--- config.mk ---
export PLATFORM = sky130hd
export DESIGN_NAME = seven_segment_ctrl
export DESIGN_NICKNAME = d
export VERILOG_FILES = /design/src/rtl/seven_segment_pkg.sv /design/src/rtl/seven_segment_refresh_timer.sv /design/src/rtl/seven_segment_ctrl.sv
export SDC_FILE = /design/constraint.sdc
export NUM_CORES = 1
export LEC_CHECK = 0
export CORE_ASPECT_RATIO = 1.2
export CORE_MARGIN = 2
export CORE_UTILIZATION = 55
export DETAILED_ROUTE_END_ITERATION = 7
export PLACE_DENSITY = 0.8
export SETUP_SLACK_MARGIN = 0.2
export SLEW_MARGIN = 20
export SYNTH_ARGS = -nofsm -noshare
export SYNTH_HDL_FRONTEND = slang
export SYNTH_SLANG_ARGS = --single-unit
--- constraint.sdc ---
create_clock -name clk -period 7.3 [get_ports clk]
set_clock_uncertainty 0.05 [all_clocks]
set_input_delay 1.46 -clock clk [delete_from_list [all_inputs] [get_ports clk]]
set_output_delay 1.46 -clock clk [all_outputs]
set_load 0.1 [all_outputs]
--- src/rtl/seven_segment_pkg.sv ---
// rtl/seven_segment_pkg.sv - shared types, constants and helpers for the seven-segment driver
package seven_segment_pkg;

    typedef logic [2:0] digit_idx_t;

    localparam logic [6:0] SEG_BLANK = 7'h7F;

    // Clocks per digit slot for a given clock frequency (Hz) and dwell time (us).
    function automatic int dwell_clocks(input int freq, input int us);
        return freq / 1_000_000 * us;
    endfunction

    // Active-low segment pattern, bit 6 = A down to bit 0 = G.
    function automatic logic [6:0] hex_to_segments(input logic [3:0] nib);
        logic [6:0] seg;
        case (nib)
            4'h0: seg = 7'b0000001;
            4'h1: seg = 7'b1001111;
            4'h2: seg = 7'b0010010;
            4'h3: seg = 7'b0000110;
            4'h4: seg = 7'b1001100;
            4'h5: seg = 7'b0100100;
            4'h6: seg = 7'b0100000;
            4'h7: seg = 7'b0001111;
            4'h8: seg = 7'b0000000;
            4'h9: seg = 7'b0000100;
            4'hA: seg = 7'b0001000;
            4'hB: seg = 7'b1100000;
            4'hC: seg = 7'b0110001;
            4'hD: seg = 7'b1000010;
            4'hE: seg = 7'b0110000;
            default: seg = 7'b0111000;
        endcase
        return seg;
    endfunction

endpackage

--- src/rtl/seven_segment_refresh_timer.sv ---
// rtl/seven_segment_refresh_timer.sv - dwell counter producing a tick on the last cycle of each digit slot
import seven_segment_pkg::*;

module seven_segment_refresh_timer #(
    parameter int DWELL_CLOCKS = 2
) (
    input  logic clk,
    input  logic rst,
    input  logic en,
    output logic tick
);

    localparam int CW = (DWELL_CLOCKS > 2) ? $clog2(DWELL_CLOCKS) : 1;

    logic [CW-1:0] cnt;

    assign tick = en && (cnt == CW'(DWELL_CLOCKS - 1));

    // Count 0..DWELL_CLOCKS-1 while the scan is running, wrapping on tick.
    always_ff @(posedge clk or negedge rst) begin
        if (!rst) begin
            cnt <= '0;
        end else if (en) begin
            cnt <= tick ? '0 : cnt + 1'b1;
        end
    end

endmodule

--- src/rtl/seven_segment_ctrl.sv ---
// rtl/seven_segment_ctrl.sv - eight-digit seven-segment scan driver (option macro: SEVEN_SEGMENT_LEADING_ZERO_SUPPRESS_EN)
import seven_segment_pkg::*;

module seven_segment_ctrl #(
    parameter int CLK_FREQUENCY          = 100_000_000,
    parameter int MIN_SEGMENT_DISPLAY_US = 10_000
) (
    input  logic        clk,
    input  logic        rst,
    input  logic [31:0] display_val,
    input  logic [7:0]  dp,
    input  logic        blank,
    output logic [6:0]  segments,
    output logic        dp_out,
    output logic [7:0]  an_out,
    output logic        frame_done
);

    localparam int DWELL_CLOCKS = dwell_clocks(CLK_FREQUENCY, MIN_SEGMENT_DISPLAY_US);

    generate
        if (DWELL_CLOCKS < 2) begin : g_bad_dwell
            $error("seven_segment_ctrl: DWELL_CLOCKS must be at least 2");
        end
    endgenerate

    // running is low only for the first edge after reset, which starts a frame
    // without being the end of a previous one.
    logic        running;
    digit_idx_t  digit_idx;
    logic [31:0] val_snap;
    logic [7:0]  dp_snap;
    logic        blank_snap;
    logic        tick;

    logic        frame_start;
    digit_idx_t  next_idx;
    logic [31:0] src_val;
    logic [7:0]  src_dp;
    logic        src_blank;
    logic [3:0]  nib;
    logic        suppress;
    logic        zero_run;
    logic [7:0]  an_nxt;
    logic [6:0]  seg_nxt;
    logic        dp_nxt;

    seven_segment_refresh_timer #(
        .DWELL_CLOCKS(DWELL_CLOCKS)
    ) u_timer (
        .clk (clk),
        .rst (rst),
        .en  (running),
        .tick(tick)
    );

    // Pick the digit shown after the next slot boundary; at a frame start the
    // live inputs are used since they become the snapshot on that same edge.
    always_comb begin
        frame_start = !running || (tick && (digit_idx == 3'd7));
        next_idx    = frame_start ? 3'd0 : digit_idx + 3'd1;
        src_val     = frame_start ? display_val : val_snap;
        src_dp      = frame_start ? dp : dp_snap;
        src_blank   = frame_start ? blank : blank_snap;
        nib         = src_val[{next_idx, 2'b00} +: 4];
        suppress    = 1'b0;
        zero_run    = 1'b1;
`ifdef SEVEN_SEGMENT_LEADING_ZERO_SUPPRESS_EN
        for (int i = 7; i >= 1; i--) begin
            zero_run = zero_run && (src_val[4*i +: 4] == 4'h0);
            if (i == int'(next_idx)) begin
                suppress = zero_run && !src_dp[i];
            end
        end
`endif
        if (src_blank || suppress) begin
            an_nxt  = 8'hFF;
            seg_nxt = SEG_BLANK;
            dp_nxt  = 1'b1;
        end else begin
            an_nxt  = ~(8'h01 << next_idx);
            seg_nxt = hex_to_segments(nib);
            dp_nxt  = ~src_dp[next_idx];
        end
    end

    // Advance the digit on each slot boundary, capturing inputs at frame start.
    always_ff @(posedge clk or negedge rst) begin
        if (!rst) begin
            running    <= 1'b0;
            digit_idx  <= '0;
            val_snap   <= '0;
            dp_snap    <= '0;
            blank_snap <= 1'b0;
            an_out     <= 8'hFF;
            segments   <= SEG_BLANK;
            dp_out     <= 1'b1;
            frame_done <= 1'b0;
        end else begin
            frame_done <= tick && (digit_idx == 3'd7);
            if (frame_start) begin
                running    <= 1'b1;
                val_snap   <= display_val;
                dp_snap    <= dp;
                blank_snap <= blank;
            end
            if (frame_start || tick) begin
                digit_idx <= next_idx;
                an_out    <= an_nxt;
                segments  <= seg_nxt;
                dp_out    <= dp_nxt;
            end
        end
    end

endmodule
* Yosys cells after proc, flatten, opt, wreduce, memory -nomap -nowiden *
Memory sizes are Yosys's and may differ from the RTL's.
Index checks and enable logic that the tools add are counted.
Widths: inputs -> output; s select.

word-level totals
  register bits = 82
  ROM bits = 112
  input port bits = 43
  output and inout bits = 17
  word-level logic and storage cells = 35
  memories kept = 1

cells by class
  add/subtract/negate cells = 2
  $lt $le $gt $ge = 1
  equality and inequality tests = 2
  shift operators = 2
  mux-type cells = 10
  bitwise logic cells = 2
  reductions and logical operators = 5

memory list
  memory           words  width  read ports  clocked after Yosys merged registers in  write ports  line                     RTL
  (no name shown)  16     7      1           0                                        0            seven_segment_pkg.sv:16  case (nib)

operators by type and width
  cell                   count
  $mux 32                1
  $shiftx 32x6->4        1
  $add 20x1->20 const B  1
  $eq 20x20->1 const B   1
  $mux 20                1
  $mux 8                 2
  $not 8->8              1
  $shl 1x3->8 const A    1
  $mux 7                 1
  $lt 3x4->1 const B     1
  $add 3x1->3 const B    1
  $bmux 1 s3             1
  $eq 3x3->1 const B     1
  $mux 1                 3
  $mux 3                 1
  $logic_and 1x1->1      2
  $logic_or 1x1->1       2
  $logic_not 1->1        1
  $not 1->1              1

* Longest topological paths before layout *
Gate-level depths: netlist of run 1.

  depth after elaboration = 9
  depth in mapped cells = 14
  gate-level depth less buffers = 12

* By module *
A second synthesis of run 1 with hierarchy kept.

unflattened totals
  cells, all modules = 429
  area, all modules = 4066.4 um^2

modules (own cells, without submodules)
  module                       instances  cells each  area each (um^2)  sequential area each (um^2)
  seven_segment_ctrl           1          333         3084.2            1571.5
  seven_segment_refresh_timer  1          96          982.2             500.5

* Worst setup path before layout of run 1 *
OpenSTA, ideal clock, no wires.

  path kind = flip-flop to flip-flop
  start point = reg u_timer.cnt[8]
  end point = reg segments[4]
  arrival = 2997 ps
  required time = 7177 ps
  setup slack = 4180 ps
  cell stages (with the launch flop) = 12
  path buffers = 2
  period minus slack after synthesis = 3120 ps
  cells stage by stage = dfrtp_1 -> or4_4 -> nor4_4 -> a31oi_4 -> buf_4 -> clkbuf_1 -> nand2_1 -> and2_1 -> inv_1 -> ha_1 -> or3_2 -> a21oi_1

on the way
  word-level cells in the longest chain between the ends = 8
  elaborated cells between the ends (all ways) = 11
  classes of those cells = 1 x eq/ne; 1 x shift; 4 x mux; 4 x reduce/logical; 1 x memory

ends and longest elaborated chain
  item                               line                               RTL
  from (decl)                        seven_segment_refresh_timer.sv:15  logic [CW-1:0] cnt;
  from (signal assigned)             seven_segment_refresh_timer.sv:24  cnt <= tick ? '0 : cnt + 1'b1;
  $eq 20x20->1 (*)                   seven_segment_refresh_timer.sv:17  assign tick = en && (cnt == CW'(DWELL_CLOCKS - 1));
  $logic_and 1x1->1 (*)              seven_segment_refresh_timer.sv:17
  $logic_and 1x1->1                  seven_segment_ctrl.sv:60           frame_start = !running || (tick && (digit_idx == 3'd7));
  $logic_or 1x1->1                   seven_segment_ctrl.sv:60
  $mux 32 or $mux 3 (tied branches)  n/a
  $shiftx 32x6->4                    seven_segment_ctrl.sv:65           nib = src_val[{next_idx, 2'b00} +: 4];
  $mem_v2 16x7                       n/a
  $mux 7                             seven_segment_ctrl.sv:76           if (src_blank || suppress) begin
  to (signal assigned)               seven_segment_ctrl.sv:110          segments <= seg_nxt;
  to (decl)                          seven_segment_ctrl.sv:13           output logic [6:0] segments,

Mark *: on every way between the ends. The rest lies on a longest branch, timed or not.
A chain may end at the register's enable or synchronous reset.

* Worst setup path in the final report of run 1 *
  start point = reg digit_idx[0]
  end point = reg segments[1]

on the way
  word-level cells in the longest chain between the ends = 7
  elaborated cells between the ends (all ways) = 11
  classes of those cells = 1 x add/sub; 1 x eq/ne; 1 x shift; 4 x mux; 3 x reduce/logical; 1 x memory

ends and longest elaborated chain
  item                                                                  line                       RTL
  from (decl)                                                           seven_segment_ctrl.sv:30   digit_idx_t digit_idx;
  from (signal assigned)                                                seven_segment_ctrl.sv:108  digit_idx <= next_idx;
  parallel branches: the longest is 7 deep, another holds $mem_v2 16x7  n/a

Parallel ways; which one is timed is not known.

==> impl_metrics.py, run 1 <==
metrics = {
    "status": {
        "status": "completed",
    },
    "detailed_routing": {
        "postRouteAntennaNets": 0,
        "drcViolationCount": 0,
        "routed_wl_um": 8720,
        "viasPerCell": 5.48,
        "first_pass_iters": 4,
        "avgRoutedWirePerCell_um": 15.0,
        "drt_iter0_markers": 224,
        "num_vias": 3192,
    },
    "global_route": {
        "grt_pass1_wl_um": 15200,
        "grtUsageMet2_pct": 36.8,
        "grt_pass1_vias": 3154,
        "busiest_layer": "met2",
        "grt_use_met3_pct": 3.87,
        "grt_max_degree": 83,
        "antenna_found_initial": 0,
        "gr-total-overflow": 0,
        "use_met1_pct": 30.5,
        "track_usage_pct": 22.5,
    },
    "final_layout": {
        "fin_nets": 537,
        "multi_input_area_mm2": 0.00202,
        "mostFrequentLayoutCell": "nand2_1",
        "layout_common_cells": "nand2_1 (142), dfrtp_1 (66), clkdlybuf4s50_1 (58)",
        "area_growth_pct": 18.8,
        "drive_gt1_share_pct": 12.0,
        "diodes": 0,
        "regArea_mm2": 0.00207,
        "fill_cells": 598,
    },
    "synthesis": {
        "synth_top_family_by_area": "simple AND/OR/NAND/NOR gates",
        "yosysTopAreaCell": "dfrtp_1",
        "synthXorXnorAreaFrac_pct": 3.71,
        "synth_cell_types": 57,
        "synthCells": 437,
        "synthSimpleGateAreaFrac_pct": 24.4,
        "ys_seq_area_share_pct": 48.8,
        "ys_async_sr_fraction_pct": 100,
        "synth_nets": 489,
        "ys_seq_elements": 82,
        "synth-edff-count": 0,
        "yosysWarnings": 0,
        "synth_fa_ha_area_share_pct": 2.65,
        "netlist_area_mm2": 0.00425,
        "ys.flop_type": "dfrtp_1",
        "avgSynthCellArea_um2": 9.72,
        "yosys-top-cells-area": "dfrtp_1 (39%), nand2_1 (13%), dfstp_2 (9.9%)",
        "synth_top_area_share_pct": 38.9,
        "synthMuxAreaShare_pct": 9.37,
        "synth_compound_area_share_pct": 7.10,
    },
    "sta": {
        "finalSetupTns_ns": 0,
        "fmax_ghz": 0.266,
        "final-hold-violation-count": 0,
        "period_needed_ns": 3.75,
        "fin_crit_sh_pct": 51.4,
        "slew_headroom_pct": 35.1,
        "drv_slew": 0,
        "rsz0062_at_grt": "false",
        "whs_ns": 0.417,
        "tightest_slew_ns": 0.971,
        "finalSetupViolCount": 0,
    },
    "critical_path": {
        "crit_start": "digit_idx[0]$_DFFE_PN0P_",
        "startpoint_type": "flop",
        "cp.arrival_ns": 4.00,
        "reg2reg_from": "digit_idx[0]$_DFFE_PN0P_",
        "path_class": "reg -> reg",
        "cp.required_ns": 7.55,
        "crit_fanout": 18,
        "cp-end-kind": "flop",
    },
    "clock_tree": {
        "cts_setup_buffers": 0,
        "cts.sinks": 82,
        "clk_path_buf_depth": 2,
        "clkLatencyLatePin_ns": 0.37,
        "cts_tree": "built",
        "cts_resized": 0,
        "hold_buffers": 0,
        "cts_made_buffers": 9,
        "root_buffer": "clkbuf_8",
        "clk_pin_slew_ns": 0.09,
        "htreeDepth": 3,
    },
    "die": {
        "die_area_mm2": 0.00845,
        "start_util_pct": 56.1,
        "die_w_um": 84.2,
        "rows": 35,
        "core-area_mm2": 0.00758,
        "io_pins": 60,
        "die_height_um": 100,
    },
    "worst_hold_path": {
        "hold_start": "val_snap[27]$_DFF_PN0_",
        "hold_path.class": "reg -> reg",
    },
    "placed_design": {
        "portBuffers": 59,
        "dp_hpwl_um": 6050,
        "gp_congestion": 0.882,
    },
    "pwr": {
        "leakage_nw": 2.32,
        "power.density_mw_per_mm2": 250,
        "ir_drop_mv": 0.131,
    },
    "job": {
        "drv_cap": 0,
    },
}
-- cell type report --
cell class                 instances  area share [%]
tap                               92            2.28
clock buffer                      10            2.73
multi-input combinational        324            40.0
sequential                        82            41.1
timing repair buffer              60            11.9
clock inverter                     6            1.44
inverter                           8           0.595
-- Yosys cell counts, types with 3 or more instances --
library cell and count:
xnor2_1 12, dfstp_2 16, dfrtp_1 66, a31oi_1 5, and3_1 9, nor2b_1 4, buf_2 11, inv_1 8
nor3_1 6, mux2i_1 8, xor2_1 6, o21ai_0 8, ha_1 9, a21oi_1 6, and2_2 3, nand4_1 6
nand3b_1 4, o22a_1 6, nor2_1 31, nand3_1 7, nand2_1 142, and4_1 3, and2_1 4, clkbuf_1 6
nor4_1 3, mux4_2 9
-- metrics by stage --
step                util [%]  setup WS, ns  power, mW  cells  area, um^2
floorplan                  -          4.18      0.830    437        4250
global placement        63.7          3.65      0.912    566        4820
detailed placement      63.7          3.49      0.923    566        4820
CTS                     66.4          3.44       1.27    582        5030
global route            66.6          3.25       1.33    582        5050
finish                  66.6          3.55       1.26    582        5050
-- final timing paths --
kind / end / slack, ns / cells after the start
worst max-delay path: segments[1]$_DFFE_PN1P_ / 3.55 / 11
worst min-delay path: val_snap[27]$_DFF_PN0_ / 0.42 / 2
worst max register to register: segments[1]$_DFFE_PN1P_ / 3.55 / 11
worst min register to register: val_snap[27]$_DFF_PN0_ / 0.42 / 2
max in group asynchronous: u_timer.cnt[17]$_DFFE_PN0P_ / 5.62 / 1
min in group asynchronous: u_timer.cnt[9]$_DFFE_PN0P_ / 1.07 / 1
-- worst max-delay path, stage by stage (launching register included) --
cell and delay (ns):
dfrtp_1 0.65, ha_1 0.80, mux4_2 0.57, mux2_2 0.30, nand2_1 0.07, and2_1 0.23
inv_1 0.10, ha_1 0.29, nor2b_1 0.15, o21ai_0 0.18, a31oi_1 0.11, o22a_1 0.18
-- metal layers --
metal	routed length [um]	up-vias
met5	0	-
met3	334	12
li1	-	1580
met2	4450	71
met1	3810	1529
met4	114	0
-- cell families after synthesis --
family	Yosys count
fa+ha+maj	9
other cells	1
compound gates	42
simple gates	230
mux	24
buf+inv	31
xor+xnor	18
flops	82
-- sequential cells by signal, indices dropped and copies added (netlist names) --
signal       flops
val_snap        32
dp_snap          8
blank_snap       1
an_out           8
u_timer.cnt     20
frame_done       1
dp_out           1
digit_idx        3
running          1
segments         7
-- report_power, final --
| group | switching (mW) | leakage (nW) | internal, mW |
|---|---|---|---|
| registers | 0.0463 | 1.00 | 0.513 |
| logic | 0.214 | 1.21 | 0.140 |
| clock network | 0.174 | 0.103 | 0.171 |
| total | 0.435 | 2.32 | 0.824 |
Note: power is estimated with default switching activity, not from simulation.
==> inputs of run 2 (changes only) <==
- clock period: 7.3 -> 3.5 ns (I/O delays scaled with it)
==> run 2 against run 1 <==
Register-to-register slack got worse by 3.1 ns. Clock power increased by 130%. Cell area increased by 0.50%. Worst hold slack got worse by 0.11 ns. Sequential share of layout area decreased by 0.20 points. Worst setup slack got worse by 3.1 ns. Core utilization increased by 0.33 points. Flip-flop and latch count unchanged. First-iteration DRC count increased by 18%. Cell count increased by 1.2%. Critical path type unchanged. Highest routed layer unchanged.
==> impl_metrics.py, run 2 (synthesis results as in run 1) <==
metrics = {
    "final_layout": {
        "drive_gt1_share_pct": 16.5,
        "regArea_mm2": 0.00207,
        "reg.largest.list": "val_snap (32), u_timer.cnt (20)",
        "layout_common_cells": "nand2_1 (142), dfrtp_1 (66), clkdlybuf4s50_1 (42)",
        "area_growth_pct": 19.4,
        "fin_nets": 544,
        "largest_register_ffs": 32,
        "mostFrequentLayoutCell": "nand2_1",
        "diodes": 0,
        "multi_input_area_mm2": 0.00201,
        "top_register": "val_snap",
        "fill_cells": 616,
    },
    "detailed_routing": {
        "num_vias": 3245,
        "avgRoutedWirePerCell_um": 15.4,
        "viasPerCell": 5.51,
        "routed_wl_um": 9080,
        "drcViolationCount": 0,
        "first_pass_iters": 4,
        "postRouteAntennaNets": 0,
        "drt_iter0_markers": 265,
    },
    "clock_tree": {
        "hold_buffers": 0,
        "clk_path_buf_depth": 2,
        "clkLatencyLatePin_ns": 0.36,
        "cts_made_buffers": 9,
        "clk_pin_slew_ns": 0.08,
        "cts.sinks": 82,
        "cts_tree": "built",
        "cts_resized": 0,
        "root_buffer": "clkbuf_8",
        "cts_setup_buffers": 0,
        "htreeDepth": 3,
    },
    "die": {
        "die_w_um": 84.2,
        "die_area_mm2": 0.00845,
        "core-area_mm2": 0.00758,
        "rows": 35,
        "start_util_pct": 56.1,
        "io_pins": 60,
        "die_height_um": 100,
    },
    "critical_path": {
        "crit_fanout": 6,
        "cp.required_ns": 3.74,
        "reg2reg_from": "digit_idx[0]$_DFFE_PN0P_",
        "cp.arrival_ns": 3.32,
        "r2r_slack_ns": 0.43,
        "endpoint": "segments[4]$_DFFE_PN1P_",
        "path_class": "reg -> reg",
        "cp-end-kind": "flop",
        "rr_worst_depth": 9,
        "startpoint_type": "flop",
        "r2r_end": "segments[4]$_DFFE_PN1P_",
        "crit_start": "digit_idx[0]$_DFFE_PN0P_",
    },
    "global_route": {
        "grt_pass1_wl_um": 15200,
        "grt_max_degree": 83,
        "antenna_found_initial": 0,
        "track_usage_pct": 22.9,
        "grt_pass1_vias": 3123,
        "gr-total-overflow": 0,
    },
    "pwr": {
        "leakage_nw": 2.36,
        "total_power_mw": 2.70,
        "ir_drop_mv": 0.295,
        "power.density_mw_per_mm2": 533,
    },
    "sta": {
        "tightest_slew_ns": 0.961,
        "rsz0062_at_grt": "false",
        "fin_crit_sh_pct": 87.9,
        "fmax_ghz": 0.325,
        "period_needed_ns": 3.07,
        "finalSetupViolCount": 0,
        "finalSetupTns_ns": 0,
        "final-hold-violation-count": 0,
        "drv_slew": 0,
        "slew_headroom_pct": 35.7,
    },
    "worst_hold_path": {
        "hold_path.class": "in -> async",
    },
    "placed_design": {
        "dp_hpwl_um": 6350,
        "gp_congestion": 0.887,
        "portBuffers": 59,
    },
    "status": {
        "status": "completed",
    },
    "job": {
        "drv_cap": 0,
    },
}
## run 2: stage by stage
step                      setup slack [ns]  area [um^2]  std cells  util [%]  hold WS (ns)
after floorplan                      0.380         4250        437         -         0.354
after global placement               0.521         4840        573      63.8         0.396
after detailed placement             0.431         4840        573      63.8         0.403
after CTS                            0.419         5060        589      66.9         0.423
after global routing                 0.247         5070        589      66.9         0.396
final                                0.425         5070        589      66.9         0.308
## run 2: routing by layer
| metal | GRT usage, % | part of all wire [%] | vias to the layer above |
|---|---|---|---|
| li1 | - | - | 1586 |
| met1 | 28.9 | 42 | 1579 |
| met2 | 39.6 | 52 | 69 |
| met3 | 3.54 | 3.9 | 11 |
| met4 | 9.68 | 1.6 | 0 |
| met5 | 0 | 0 | - |
## run 2: final cells by class
type                            count  share of cell area (%)
Timing Repair Buffer               67                    12.1
Sequential cell                    82                    40.9
Clock inverter                      4                    1.46
Tap cell                           92                    2.27
Inverter                            8                   0.592
Multi-Input combinational cell    324                    39.7
Clock buffer                       12                    3.06
## run 2: how the worst min path moves through the flow
| stage | slack (ns) | endpoint | cells past startpoint |
|---|---|---|---|
| after floorplan | 0.35 | blank_snap$_DFF_PN0_ | 0 |
| after global placement | 0.40 | val_snap[26]$_DFF_PN0_ | 2 |
| after detailed placement | 0.40 | val_snap[14]$_DFF_PN0_ | 2 |
| after CTS | 0.42 | val_snap[24]$_DFF_PN0_ | 2 |
| after global routing | 0.40 | u_timer.cnt[6]$_DFFE_PN0P_ | 1 |
| final | 0.31 | u_timer.cnt[4]$_DFFE_PN0P_ | 1 |
## run 2: critical path: stages, from the launching register on
cell     delay, ns
dfrtp_1       0.39
ha_1          0.45
mux4_2        0.53
mux2_2        0.30
nand2_1       0.07
and2_1        0.23
inv_1         0.10
ha_1          0.26
or3_2         0.49
a21oi_1       0.14
## run 2: report_power, final
part	internal (mW)	switching [mW]	total, mW
Sequential	1.07	0.0906	1.16
Combinational	0.295	0.465	0.760
Clock	0.441	0.340	0.782
==> RTL change, RTL diff (settings of run 2) <==
Register the output `segments` once more, without a reset; this adds one clock of latency there. The other outputs are not delayed to match.
--- a/src/rtl/seven_segment_ctrl.sv
+++ b/src/rtl/seven_segment_ctrl.sv
@@ -18,4 +18,6 @@
 
     localparam int DWELL_CLOCKS = dwell_clocks(CLK_FREQUENCY, MIN_SEGMENT_DISPLAY_US);
+
+    logic [6:0] segments_s0;
 
     generate
@@ -94,5 +96,5 @@
             blank_snap <= 1'b0;
             an_out     <= 8'hFF;
-            segments   <= SEG_BLANK;
+            segments_s0 <= SEG_BLANK;
             dp_out     <= 1'b1;
             frame_done <= 1'b0;
@@ -108,5 +110,5 @@
                 digit_idx <= next_idx;
                 an_out    <= an_nxt;
-                segments  <= seg_nxt;
+                segments_s0 <= seg_nxt;
                 dp_out    <= dp_nxt;
             end
@@ -114,3 +116,7 @@
     end
 
+    always_ff @(posedge clk) begin
+        segments <= segments_s0;
+    end
+
 endmodule
Check against the original RTL: not equivalent (Yosys sat finds a counterexample within 4 cycles, from zero or initial values and one cycle with rst low).
==> RTL change against run 2 <==
Design area increased by 0.79%. Power decreased by 2.3%. Largest power group unchanged. Wire length decreased by 5.5%. Area after synthesis increased by 1.2%. Sequential cell count increased by 7. Sequential power increased by 9%. Worst setup slack got worse by 0.046 ns. Clock power decreased by 20%. Final cell count increased by 0.34%.
==> RTL change: results (changes against run 2) <==
metric;value;unit;change
r2r_slack;0.38;ns;-0.05 ns
grt_usage;0.217;;-0.0120
antenna_found_initial;0;;unchanged
vias;3204;;-1.3%
leakage;2.35;nW;-0.41%
dpl_cell_area;4930;sq um;+2.0%
clkPwrFrac;0.236;;-0.053
antenna_cells;0;;unchanged
arrival;3.36;ns;+0.04 ns
grt_start_max_net_pins;83;;unchanged
min_period_over_period;0.892;;+0.0130
fill_cells;634;;+2.9%
pre_cts_ws;0.386;ns;-0.0459 ns
critPathTopFamily;multiplexers;;
critPathMaxFanout;14;;+8
irDropWorstVdd;0.361;mV;+22%
clk_pin_slew;0.08;ns;about the same
synth_compound_area_frac;0.0751;;+0.00412
relSlewSlack;0.355;;-0.00239
holdWs;0.314;ns;+0.00566 ns
clock_path_buffers;2;;unchanged
grt_first_pass_wirelength;14700;um;-3.3%
p_comb;0.000761;W;about the same
switching_share;0.341;;+0.00919
vias_per_cell;5.42;;-1.6%
met1_usage;0.294;;+0.00460
muxShareOfSynthArea;0.0830;;-0.0107
wl_met3;325;um;-7.9%
synth.area.top_cells;dfrtp_1 (38%), nand2_1 (12%), dfstp_2 (9.8%);;
routed_wl;8580;um;-5.5%
wl_met1;3910;um;+2.3%
multiInputGateArea;1950;sq um;-2.9%
ys_seq_area_frac;0.515;;+0.0269
final_layout_size_suffix_gt1_frac;0.138;;-0.0267
io_buffers;59;;unchanged
synth_adder_area_share;0.0262;;-0.000309
grt_pass1_vias;3175;;+1.7%
cpMaxStageDelayCell;mux4_2;;
wl_met2;4160;um;-13%
highest_layer;met4;;
dp_hpwl;6100;um;-3.9%
busiest_layer;met2;;
synth_xor_xnor_area_share;0.0387;;+0.00161
postSynthAreaPerCell;9.79;sq um;+0.72%
synthArstFlopShare;0.921;;-0.0787
hp-class;input pin to asynchronous set/reset pin;;
yosysWarnings;0;;unchanged
use_met3;0.0377;;+0.00231
gp_congestion;0.902;;+1.7%
first_iter_violations;142;;-46%
grt.met2_usage;0.348;;-0.0479
finalNetCount;547;;+0.55%
critical_path.max_stage_delay;0.55;ns;+0.02 ns
yosys-top-cells-count;nand2_1 (136), dfrtp_1 (66), nor2_1 (34), dfstp_2 (16), clkbuf_1 (11);;
status;complete, no violations;;
ys_types;54;;-5.3%
p_total;0.00264;W;-2.3%
reg_top3;val_snap (32), u_timer.cnt (20);;
dpl.cell_count;576;;+0.52%
syn_nets;491;;+0.41%
==> RTL change: changes by cell type in the layout (fill, tap and decap cells not counted), moves of 5 or more <==
cell,before,now
buf_4,24,17
clkdlybuf4s50_1,42,49
dfxtp_1,0,7
mux2_2,2,7
nand2_1,142,136
==> RTL change: path summary, 6_finish.rpt <==
check,start,end,cells after the start
max,digit_idx[0],segments_s0[4],8
min reg2reg,segments_s0[5],segments[5],0
min,rst,u_timer.cnt[18],1
min in group clk,segments_s0[5],segments[5],0
max in group asynchronous,rst,dp_snap[3],1
max reg2reg,digit_idx[0],segments_s0[4],8
==> RTL change: area by class of cell <==
class,instances,share of cell area
clock buffers,11,0.0296
clock inverters,4,0.00367
inverters,8,0.00588
multi-input cells,320,0.382
flip-flops and latches,89,0.433
well taps,92,0.0225
repair buffers,67,0.123
==> RTL change: repair_timing <==
action,in CTS,in global routing
endpoints found under the setup margin,0,3
buffers inserted,0,0
endpoints found under the hold margin,0,0
gates resized for setup,0,1
